## src/rtl/sha256_digest_unloader_pkg.sv

```systemverilog
// sha256_pkg -- shared definitions for the SHA-256 digest unloader.
//   DIGEST_W / WORD_W : digest width and host beat width
//   unload_state_t    : unloader FSM states
//   bswap64           : byte reversal of one 64-bit beat (used when
//                       DIGEST_BSWAP_EN is defined)
package sha256_pkg;

    localparam int DIGEST_W = 256;
    localparam int WORD_W   = 64;

    typedef enum logic {
        IDLE = 1'b0,
        SEND = 1'b1
    } unload_state_t;

    function automatic logic [63:0] bswap64(input logic [63:0] x);
        logic [63:0] r;
        for (int i = 0; i < 8; i++) begin
            r[8*i +: 8] = x[56-8*i +: 8];
        end
        return r;
    endfunction

endpackage

```

## src/rtl/sha256_digest_unloader_if.sv

```systemverilog
// sha256_digest_unloader_if -- host-side beat stream.
//   data_o  : current beat                (master -> slave)
//   valid_o : data_o/last_o are valid     (master -> slave)
//   last_o  : current beat is the final one of the digest
//   ready_i : sink accepts the beat       (slave -> master)
// Handshake: a beat transfers in any cycle where valid_o and ready_i are
// both 1. Once valid_o rises, data_o/last_o hold and valid_o stays high
// until that transfer happens.
interface sha256_digest_unloader_if #(
    parameter int DATA_W = 64
) ();
    logic [DATA_W-1:0] data_o;
    logic              valid_o;
    logic              last_o;
    logic              ready_i;

    modport master (output data_o, output valid_o, output last_o, input ready_i);
    modport slave  (input  data_o, input  valid_o, input  last_o, output ready_i);
endinterface

```

## src/rtl/sha256_digest_unloader_beat_mux.sv

```systemverilog
// sha256_beat_mux -- combinational selection of beat idx_i from a
// BEATS*DATA_W source vector, beat 0 taken from the most significant end.
// With DIGEST_BSWAP_EN defined the selected beat is byte-reversed.
//   src_i  : source vector (shadow register or live digest)
//   idx_i  : beat index
//   beat_o : selected (optionally swapped) beat
module sha256_beat_mux
    import sha256_pkg::*;
#(
    parameter int BEATS  = 4,
    parameter int DATA_W = 64,
    parameter int CNT_W  = 2
) (
    input  logic [BEATS*DATA_W-1:0] src_i,
    input  logic [CNT_W-1:0]        idx_i,
    output logic [DATA_W-1:0]       beat_o
);
    logic [DATA_W-1:0] sel;

    always_comb begin
        sel = '0;
        for (int k = 0; k < BEATS; k++) begin
            if (idx_i == CNT_W'(k)) begin
                sel = src_i[(BEATS-1-k)*DATA_W +: DATA_W];
            end
        end
    end

`ifdef DIGEST_BSWAP_EN
    assign beat_o = bswap64(sel);
`else
    assign beat_o = sel;
`endif

endmodule

```

## src/rtl/sha256_digest_unloader.sv

```systemverilog
// sha256_digest_unloader -- captures the 256-bit hash state on start and
// streams it to the host as BEATS registered beats over a valid/ready link.
//   CLK, RST   : clock, asynchronous active-high reset
//   start      : capture strobe, honoured only while busy_o = 0
//   digest_i   : H0..H7, H0 in the top word
//   busy_o     : transfer in progress
//   done_o     : one-cycle pulse after the last beat is accepted
//   state_o    : FSM state (debug)
//   bus        : beat stream (master modport)
// Optional macro DIGEST_BSWAP_EN: byte-reverse each beat on the output path.
module sha256_digest_unloader
    import sha256_pkg::*;
#(
    parameter int BEATS  = 4,
    parameter int DATA_W = 64
) (
    input  logic                    CLK,
    input  logic                    RST,
    input  logic                    start,
    input  logic [BEATS*DATA_W-1:0] digest_i,
    output logic                    busy_o,
    output logic                    done_o,
    output unload_state_t           state_o,
    sha256_digest_unloader_if.master bus
);
    localparam int CNT_W = (BEATS > 1) ? $clog2(BEATS) : 1;
    localparam logic [CNT_W-1:0] LAST_IDX = CNT_W'(BEATS - 1);

    unload_state_t             state_q, state_d;
    logic [BEATS*DATA_W-1:0]   shadow_q, shadow_d;
    logic [CNT_W-1:0]          cnt_q, cnt_d;
    logic [DATA_W-1:0]         data_q, data_d;
    logic                      last_q, last_d;
    logic                      done_q, done_d;

    logic [BEATS*DATA_W-1:0]   mux_src;
    logic [CNT_W-1:0]          mux_idx;
    logic [DATA_W-1:0]         mux_beat;

    // The mux looks one beat ahead so data_o can be registered: in IDLE it
    // prepares beat 0 of the live digest, in SEND the beat after cnt_q.
    always_comb begin
        if (state_q == IDLE) begin
            mux_src = digest_i;
            mux_idx = '0;
        end else begin
            mux_src = shadow_q;
            mux_idx = cnt_q + 1'b1;
        end
    end

    sha256_beat_mux #(
        .BEATS  (BEATS),
        .DATA_W (DATA_W),
        .CNT_W  (CNT_W)
    ) u_beat_mux (
        .src_i  (mux_src),
        .idx_i  (mux_idx),
        .beat_o (mux_beat)
    );

    always_comb begin
        state_d  = state_q;
        shadow_d = shadow_q;
        cnt_d    = cnt_q;
        data_d   = data_q;
        last_d   = last_q;
        done_d   = 1'b0;
        unique case (state_q)
            IDLE: begin
                if (start) begin
                    state_d  = SEND;
                    shadow_d = digest_i;
                    cnt_d    = '0;
                    data_d   = mux_beat;
                    last_d   = (LAST_IDX == '0);
                end
            end
            SEND: begin
                if (bus.ready_i) begin
                    if (cnt_q == LAST_IDX) begin
                        state_d = IDLE;
                        data_d  = '0;
                        last_d  = 1'b0;
                        done_d  = 1'b1;
                    end else begin
                        cnt_d  = cnt_q + 1'b1;
                        data_d = mux_beat;
                        last_d = ((cnt_q + 1'b1) == LAST_IDX);
                    end
                end
            end
            default: state_d = IDLE;
        endcase
    end

    always_ff @(posedge CLK or posedge RST) begin
        if (RST) begin
            state_q  <= IDLE;
            shadow_q <= '0;
            cnt_q    <= '0;
            data_q   <= '0;
            last_q   <= 1'b0;
            done_q   <= 1'b0;
        end else begin
            state_q  <= state_d;
            shadow_q <= shadow_d;
            cnt_q    <= cnt_d;
            data_q   <= data_d;
            last_q   <= last_d;
            done_q   <= done_d;
        end
    end

    // valid/busy come straight from the state flop, so nothing on the
    // output side depends combinationally on ready_i.
    assign bus.data_o  = data_q;
    assign bus.valid_o = (state_q == SEND);
    assign bus.last_o  = last_q;
    assign busy_o      = (state_q == SEND);
    assign done_o      = done_q;
    assign state_o     = state_q;

endmodule

```

## src/flat_wrapper.sv

```systemverilog
// flat-port wrapper written by rule: the top's interface ports become plain ports
module sha256_digest_unloader_flat import sha256_pkg::*;
#(
    parameter int BEATS  = 4,
    parameter int DATA_W = 64
)
  (CLK, RST, start, digest_i, busy_o, done_o, state_o, bus_data_o, bus_valid_o, bus_last_o, bus_ready_i);
  sha256_digest_unloader_if #(.DATA_W(DATA_W)) bus_i ();
  input  logic CLK;
  input  logic RST;
  input  logic start;
  input  logic [BEATS*DATA_W-1:0] digest_i;
  output logic busy_o;
  output logic done_o;
  output unload_state_t state_o;
  output wire logic [$bits(bus_i.data_o)-1:0] bus_data_o;
  output wire logic [$bits(bus_i.valid_o)-1:0] bus_valid_o;
  output wire logic [$bits(bus_i.last_o)-1:0] bus_last_o;
  input wire logic [$bits(bus_i.ready_i)-1:0] bus_ready_i;
  assign bus_data_o = bus_i.data_o;
  assign bus_valid_o = bus_i.valid_o;
  assign bus_last_o = bus_i.last_o;
  assign bus_i.ready_i = bus_ready_i;
  sha256_digest_unloader #(.BEATS(BEATS), .DATA_W(DATA_W)) u_core (.CLK(CLK), .RST(RST), .start(start), .digest_i(digest_i), .busy_o(busy_o), .done_o(done_o), .state_o(state_o), .bus(bus_i));
endmodule
```

## config.mk

```make
export PLATFORM = sky130hd
export DESIGN_NAME = sha256_digest_unloader_flat
export DESIGN_NICKNAME = d
export VERILOG_FILES = /design/src/rtl/sha256_digest_unloader_pkg.sv /design/src/rtl/sha256_digest_unloader_if.sv /design/src/rtl/sha256_digest_unloader_beat_mux.sv /design/src/rtl/sha256_digest_unloader.sv /design/src/flat_wrapper.sv
export SDC_FILE = /design/constraint.sdc
export NUM_CORES = 1
export LEC_CHECK = 0
export CAP_MARGIN = 10
export CORE_MARGIN = 4
export CORE_UTILIZATION = 45
export CTS_CLUSTER_SIZE = 8
export DETAILED_ROUTE_END_ITERATION = 6
export GPL_TIMING_DRIVEN = 0
export HOLD_SLACK_MARGIN = 0.06
export PLACE_DENSITY = 0.74
export SYNTH_ARGS = -nofsm -noshare
export SYNTH_HDL_FRONTEND = slang
export SYNTH_SLANG_ARGS = --single-unit
```

## constraint.sdc

```tcl
create_clock -name CLK -period 10.16 [get_ports CLK]
set_clock_uncertainty 0.15 [all_clocks]
set_input_delay 1.524 -clock CLK [delete_from_list [all_inputs] [get_ports CLK]]
set_output_delay 1.524 -clock CLK [all_outputs]
set_load 0.01 [all_outputs]
```

### After elaboration in Yosys (flattened, before gate mapping)

Cells that the tools add are included.

* bits of input ports: 260
* register bits: 325

* muxes and demuxes: 25
* reduce and logical (&&, ||, !) cells: 4
* eq/ne operators: 8
* $add $sub $neg: 1
* bitwise logic cells: 1

Operator list (count)
* $mux W64: 7
* $mux W256: 1
* $pmux W64 S2: 1
* $mux W1: 9
* $eq A2 B2 Y1 const B: 4
* $mux W2: 4
* $ne A2 B2 Y1 const B: 3
* $pmux W1 S2: 2
* $pmux W2 S2: 1
* $reduce_and A2 Y1: 2
* $reduce_and A3 Y1: 1
* $add A2 B1 Y2 const B: 1
* $eq A2 B1 Y1 const B: 1
* $logic_not A2 Y1: 1
* $not A1 Y1: 1

### Longest topological paths before layout

Gate-level depths: netlist of the first run.

* depth after elaboration: 10
* depth in mapped cells: 12
* depth with buffers taken out: 5

### Modules after synthesis

A second synthesis of the first run with hierarchy kept.

* cells, all modules: 1359
* area total of the unflattened synthesis: 19314.8 um^2

Modules (own cells, without submodules)
* sha256_digest_unloader: area an instance 17692.0 um^2, cells each 1281, seq. area each 8132.8 um^2, times used 1
* sha256_beat_mux: area an instance 1622.8 um^2, cells each 78, seq. area each 0.0 um^2, times used 1

### Worst setup path after synthesis of the first run

No wires, ideal clock.

* path type: in2reg
* start: in start
* end: reg u_core.shadow_q[60]
* setup time: 125 ps
* cell stages on the path: 5
* required time: 9885 ps
* buffers on the path: 3
* data arrival time: 2554 ps
* slack: 7331 ps
* cell sequence: nor2b_1 > clkbuf_1 > buf_2 > buf_2 > mux2_2

* cells in the longest elaborated chain, start to end: 1

Ends and longest elaborated chain
* start, declared: line flat_wrapper.sv:11 `input logic start;`
* $reduce_and A2 Y1 (no line)
* end signal, assigned: line sha256_digest_unloader.sv:107 `shadow_q <= shadow_d;`
* end, declared: line sha256_digest_unloader.sv:30 `logic [BEATS*DATA_W-1:0] shadow_q, shadow_d;`

Every way passes these cells.
A chain may end at the register's enable or synchronous reset.

### Worst setup path in the final report of the first run

* start: reg u_core.state_q, in the netlist u_core.bus.valid_o
* end: out busy_o

RTL lines
* start, declared: line sha256_digest_unloader.sv:29 `unload_state_t state_q, state_d;`
* start signal, assigned: line sha256_digest_unloader.sv:106 `state_q <= state_d;`
* end, declared: line flat_wrapper.sv:13 `output logic busy_o;`

No word-level cell between the ends.

==> impl_metrics.toml, run 1 <==
[drt]
routed-wl-met2_mm = 20.2
vias = 9496
top_layer_used = "met5"
drt-total-wl_mm = 41.1
dr.pass1.iters = 4
wl_met1_mm = 16.9
post-route-drc-count = 0
route.met3.wl_mm = 3.11
drt_iter0_drc = 509
avgViaCountPerCell = 5.55
ant_nets = 0
avgRoutedWirePerCell_um = 24.0

[grt]
grt_pass1_wl_mm = 62.6
overflow = 0
grt_pass1_vias = 10700
antenna_found_initial = 10
grt_max_degree = 43
grtUsageTotal_pct = 23.9

[synthesis]
synthXorXnorAreaFrac_pct = 0
synth_cell_types = 29
synthMuxAreaShare_pct = 30.7
avgSynthCellArea_um2 = 15.4
synthArstFlopShare_pct = 100
synthAdderAreaFrac_pct = 0.177
synth_area_leaders = "dfrtp_1 58%, mux2_2 21%, mux4_2 6.5%"
yosysMostFrequentCell = "dfrtp_1"
synthCells = 918
synth_compound_area_share_pct = 5.28
synth_top_family_by_area = "multiplexers"
synth.top_cells.by_count = "325 x dfrtp_1, 258 x mux2_2, 45 x a221o_1, 43 x and2_1"
yosysWarnings = 0
synth-edff-count = 0
yosys.area_share.simple_pct = 3.42
ys_seq_area_share_pct = 57.6
synth_largest_area_cell = "dfrtp_1"
ys.flop_type = "dfrtp_1"
synth_nets = 1180
yosysTopAreaCellShare_pct = 57.6
yosys_register_bits = 325
synth_area_um2 = 14100

[die]
die-area_um2 = 34300
start_util_pct = 45.9
fp-row-count = 64
fp.coreArea_um2 = 30700
die_y_um = 185
die_w_um = 185
pin_count = 329

[clock_tree]
cts_tree = "yes"
ctsHoldBuffers = 0
cts_buffers = 46
ctsResizeCount = 0
path_clk_slew_ns = 0.05
clk_path_buf_depth = 3
clockRootBuffer = "clkbuf_16"
post_cts_buffers = 0
clock_sinks = 325
cts_max_level = 2
clk_latency_ns = 0.53

[worst_hold_path]
hold_class = "reg2reg"

[sta]
grt_setup_unrepaired = "false"
setup_viol = 0
slew_viol_final = 0
final.period_utilization_pct = 33.8
hold_viol_final = 0
whs_ns = 0.345
setup_tns_ns = 0
worst_pin_slew_ns = 0.851
slew_headroom_pct = 43.1
fmax_mhz = 291
fin_crit_ns = 3.44

[worst_setup_path]
critPathLaunchType = "flop"
end_kind = "output port"
arrival_ns = 1.76
cp_max_fo = 6
worst_ep_required_time_ns = 8.49
path_class = "reg2out"

[power]
ir_drop_mv = 0.161
p_leak_nw = 8.13
powerDensity_nw_per_um2 = 328

[layout]
fillers = 2383
multi_input_area_um2 = 5600
final_util_pct = 62.7
area_growth_pct = 36.6
final_layout_size_suffix_gt1_share_pct = 31.3
fin_nets = 1564
ff_latch_area_um2 = 8130

[placement]
gp_congestion = 0.801
port_buffers = 328
place_hpwl_mm = 29.5

[flow_run]
drv_cap = 0

[status]
status = "complete, no violations"
-- layout by cell type (no fill, tap or decap), types with 2 or more instances in the layout --
cell and n:
buf_6 7, buf_12 7, buf_1 2, clkbuf_1 20, nand2_1 18, a32o_1 18
buf_2 41, and2_1 43, nor2_1 20, mux2_2 258, mux2i_1 37, diode_2 9
nor2b_1 3, a21oi_1 18, mux4_1 5, dfrtp_1 325, clkdlybuf4s50_1 328, ha_1 2
and2_0 3, a221o_1 45, clkbuf_16 47, mux4_2 41, buf_4 4
-- metal layers --
metal	track usage (%)	vias up
met2	39.5	314
met3	6.81	59
met4	7.11	6
met1	31.0	4932
met5	0	-
li1	-	4185
-- critical path: stages, from the launching register on --
cell and delay, ns:
dfrtp_1 0.53, buf_4 0.17, clkdlybuf4s50_1 0.52
-- stage by stage --
step	worst slack (ns)	total power (W)	std cells	instance area [µm²]
6_report	6.72	0.00633	1710	19300
2_1_floorplan	4.15	0.00411	918	14100
4_1_cts	6.72	0.00639	1701	19300
3_5_place_dp	6.23	0.00503	1650	18100
3_3_place_gp	1.80	0.00494	1642	17900
5_1_grt	6.66	0.00672	1708	19300
-- report_power, final --
group | total, W | internal (W) | switching, W | leakage (nW)
Combinational | 0.00270 | 0.00160 | 0.00110 | 3.62
Clock | 0.00133 | 0.000809 | 0.000520 | 0.587
Sequential | 0.00231 | 0.00196 | 0.000352 | 3.92
-- path summary, 6_finish.rpt --
path | depth (start not counted) | slack [ns] | from | end
worst min register to register | 1 | 0.35 | u_core.shadow_q[1]$_DFFE_PP0P_ | u_core.shadow_q[1]$_DFFE_PP0P_
worst max register to register | 12 | 6.81 | u_core.cnt_q[0]$_DFFE_PP0P_ | u_core.bus.data_o[36]$_DFFE_PP0P_
worst min-delay path | 1 | 0.35 | u_core.shadow_q[1]$_DFFE_PP0P_ | u_core.shadow_q[1]$_DFFE_PP0P_
worst max-delay path | 2 | 6.72 | u_core.bus.valid_o$_DFF_PP0_ | busy_o
max in group asynchronous | 5 | 7.28 | RST | u_core.shadow_q[164]$_DFFE_PP0P_
min in group asynchronous | 2 | 1.38 | RST | u_core.shadow_q[66]$_DFFE_PP0P_
-- state kept, by name (all words and copies together), names as in the netlist --
name                flops
u_core.done_o           1
u_core.bus.data_o      64
u_core.shadow_q       256
u_core.bus.last_o       1
u_core.cnt_q            2
u_core.bus.valid_o      1
-- cell type report --
class                      instances  share of cell area (%)
multi-input combinational        520                    29.0
clock buffer                      50                    6.16
antenna                            9                   0.117
timing repair buffer             336                    17.9
tap                              396                    2.57
sequential                       325                    42.2
clock inverter                     1                  0.0454
buffer                            71                    2.00
inverter                           2                  0.0584
-- logic make-up after synthesis --
kind of cell	after synthesis
compound gates	84
fa+ha+maj	2
buf+inv	73
flops	325
mux	342
simple gates	92
Power figures use the tool's default switching activity.
==> run 2, diff against run 1 <==
--- a/config.mk
+++ b/config.mk
@@ -7,12 +7,12 @@
 export LEC_CHECK = 0
 export CAP_MARGIN = 10
 export CORE_MARGIN = 4
-export CORE_UTILIZATION = 45
+export CORE_UTILIZATION = 50
 export CTS_CLUSTER_SIZE = 8
 export DETAILED_ROUTE_END_ITERATION = 6
 export GPL_TIMING_DRIVEN = 0
 export HOLD_SLACK_MARGIN = 0.06
-export PLACE_DENSITY = 0.74
+export PLACE_DENSITY = 0.78
 export SYNTH_ARGS = -nofsm -noshare
 export SYNTH_HDL_FRONTEND = slang
 export SYNTH_SLANG_ARGS = --single-unit
==> constraint.sdc (replaced) <==
create_clock -name CLK -period 3.6 [get_ports CLK]
set_clock_uncertainty 0.15 [all_clocks]
set_input_delay 0.54 -clock CLK [delete_from_list [all_inputs] [get_ports CLK]]
set_output_delay 0.54 -clock CLK [all_outputs]
set_load 0.01 [all_outputs]
==> impl_metrics.toml, run 2 (synthesized netlist as in run 1, its figures left out) <==
[status]
status = "complete, no violations"

[drt]
ant_nets = 0
drt_iter0_drc = 453
avgViaCountPerCell = 5.67
drt-total-wl_mm = 40.0
avgRoutedWirePerCell_um = 23.7
vias = 9563
dr.pass1.iters = 5
post-route-drc-count = 0

[clock_tree]
ctsResizeCount = 0
clk_path_buf_depth = 3
clockRootBuffer = "clkbuf_16"
cts_max_level = 2
ctsHoldBuffers = 0
post_cts_buffers = 0
clk_latency_ns = 0.52
clock_sinks = 325
cts_tree = "yes"
path_clk_slew_ns = 0.05
cts_buffers = 46

[worst_hold_path]
hold_class = "in2async"

[die]
die_y_um = 176
die_w_um = 176
pin_count = 329
die-area_um2 = 31000
fp.coreArea_um2 = 27900
start_util_pct = 50.7
fp-row-count = 61

[worst_setup_path]
cp_common_cell = "buf_6"
arrival_ns = 3.50
critPathSlowestCell = "dfrtp_1"
slowest_delay_ns = 0.37
path_class = "reg2reg"
end_kind = "flop"
cp_max_fo = 10
critPathLaunchType = "flop"
worst_ep_required_time_ns = 3.86
crit_chain = "buf_6 -> buf_6 -> buf_2 -> inv_1 -> ha_1 -> buf_6 -> buf_6 -> buf_4 -> buf_4 -> mux2i_1 -> nand2_1 -> a32o_1"

[grt]
grt_pass1_wl_mm = 61.2
overflow = 0
grtUsageTotal_pct = 25.6
antenna_found_initial = 6
grt_pass1_vias = 10500
grt_max_degree = 41

[sta]
hold_viol_final = 0
final.period_utilization_pct = 90.1
slew_viol_final = 0
setup_viol = 0
fin_crit_ns = 3.24
worst_pin_slew_ns = 0.798
grt_setup_unrepaired = "false"
fmax_mhz = 308
slew_headroom_pct = 46.8

[layout]
largest_reg_flops = 256
fin_nets = 1565
area_growth_pct = 36.7
multi_input_area_um2 = 5600
final_util_pct = 69.3
ff_latch_area_um2 = 8130
fillers = 1914
final_layout_size_suffix_gt1_share_pct = 31.6
final_common_cell = "clkdlybuf4s50_1"
max_flop_register = "u_core.shadow_q"
mostFrequentLayoutCells = "328 x clkdlybuf4s50_1, 325 x dfrtp_1, 258 x mux2_2, 49 x clkbuf_16, 45 x a221o_1"

[power]
powerDensity_nw_per_um2 = 927
power_w = 0.0179
ir_drop_mv = 0.508
p_leak_nw = 8.15

[placement]
port_buffers = 328
place_hpwl_mm = 28.8
gp_congestion = 0.837

[flow_run]
drv_cap = 0
## run 2: final cells by class
type	count	area share, %
clock buffers	49	6.35
diodes	3	0.0389
plain buffers	71	2.00
repair buffers	337	17.9
flip-flops and latches	325	42.1
inverters	2	0.0583
well taps	378	2.45
clock inverters	1	0.0259
multi-input cells	520	29.0
## run 2: metal layers
metal / GRT usage [%] / vias to the layer above / routed length, µm
met2: 42.5 / 372 / 19600
li1: - / 4180 / -
met3: 7.04 / 94 / 3260
met4: 7.80 / 6 / 1200
met1: 33.3 / 4911 / 15900
met5: 0 / - / 29
## run 2: report_power, final
| group | internal, W | total, W | switching (W) |
|---|---|---|---|
| combinational | 0.00450 | 0.00756 | 0.00305 |
| sequential | 0.00552 | 0.00651 | 0.000992 |
| clock | 0.00236 | 0.00383 | 0.00147 |
| total | 0.0124 | 0.0179 | 0.00551 |
## run 2: worst paths after layout
path	from	to	slack, ns	depth (start not counted)
setup / recovery	u_core.cnt_q[0]$_DFFE_PP0P_	u_core.bus.data_o[38]$_DFFE_PP0P_	0.36	12
min in group CLK	u_core.bus.data_o[29]$_DFFE_PP0P_	u_core.bus.data_o[29]$_DFFE_PP0P_	0.34	1
hold / removal	RST	u_core.shadow_q[2]$_DFFE_PP0P_	0.32	2
max in group asynchronous	RST	u_core.shadow_q[169]$_DFFE_PP0P_	1.80	5
setup reg to reg	u_core.cnt_q[0]$_DFFE_PP0P_	u_core.bus.data_o[38]$_DFFE_PP0P_	0.36	12
hold reg to reg	u_core.bus.data_o[29]$_DFFE_PP0P_	u_core.bus.data_o[29]$_DFFE_PP0P_	0.34	1
## run 2: critical path: cells and delay by family, from the launching register on
family,cells,cell delay [ns]
buffers and inverters,8,1.71
flip-flops,1,0.37
adder cells (fa/ha/maj),1,0.30
AO/OA/AOI/OAI,1,0.25
multiplexers,1,0.23
AND/OR/NAND/NOR,1,0.08
## run 2: through the flow
stage / hold slack (ns) / setup TNS [ns] / setup slack (ns) / std cells / cell area (µm²)
floorplan: 0.322 / -463.69 / -1.43 / 918 / 14100
global placement: 0.327 / -1206.54 / -3.74 / 1624 / 17900
detailed placement: 0.331 / 0 / 0.362 / 1633 / 18100
CTS: 0.314 / 0 / 0.325 / 1683 / 19300
global route: 0.356 / 0 / 0.174 / 1686 / 19300
finish: 0.318 / 0 / 0.355 / 1686 / 19300
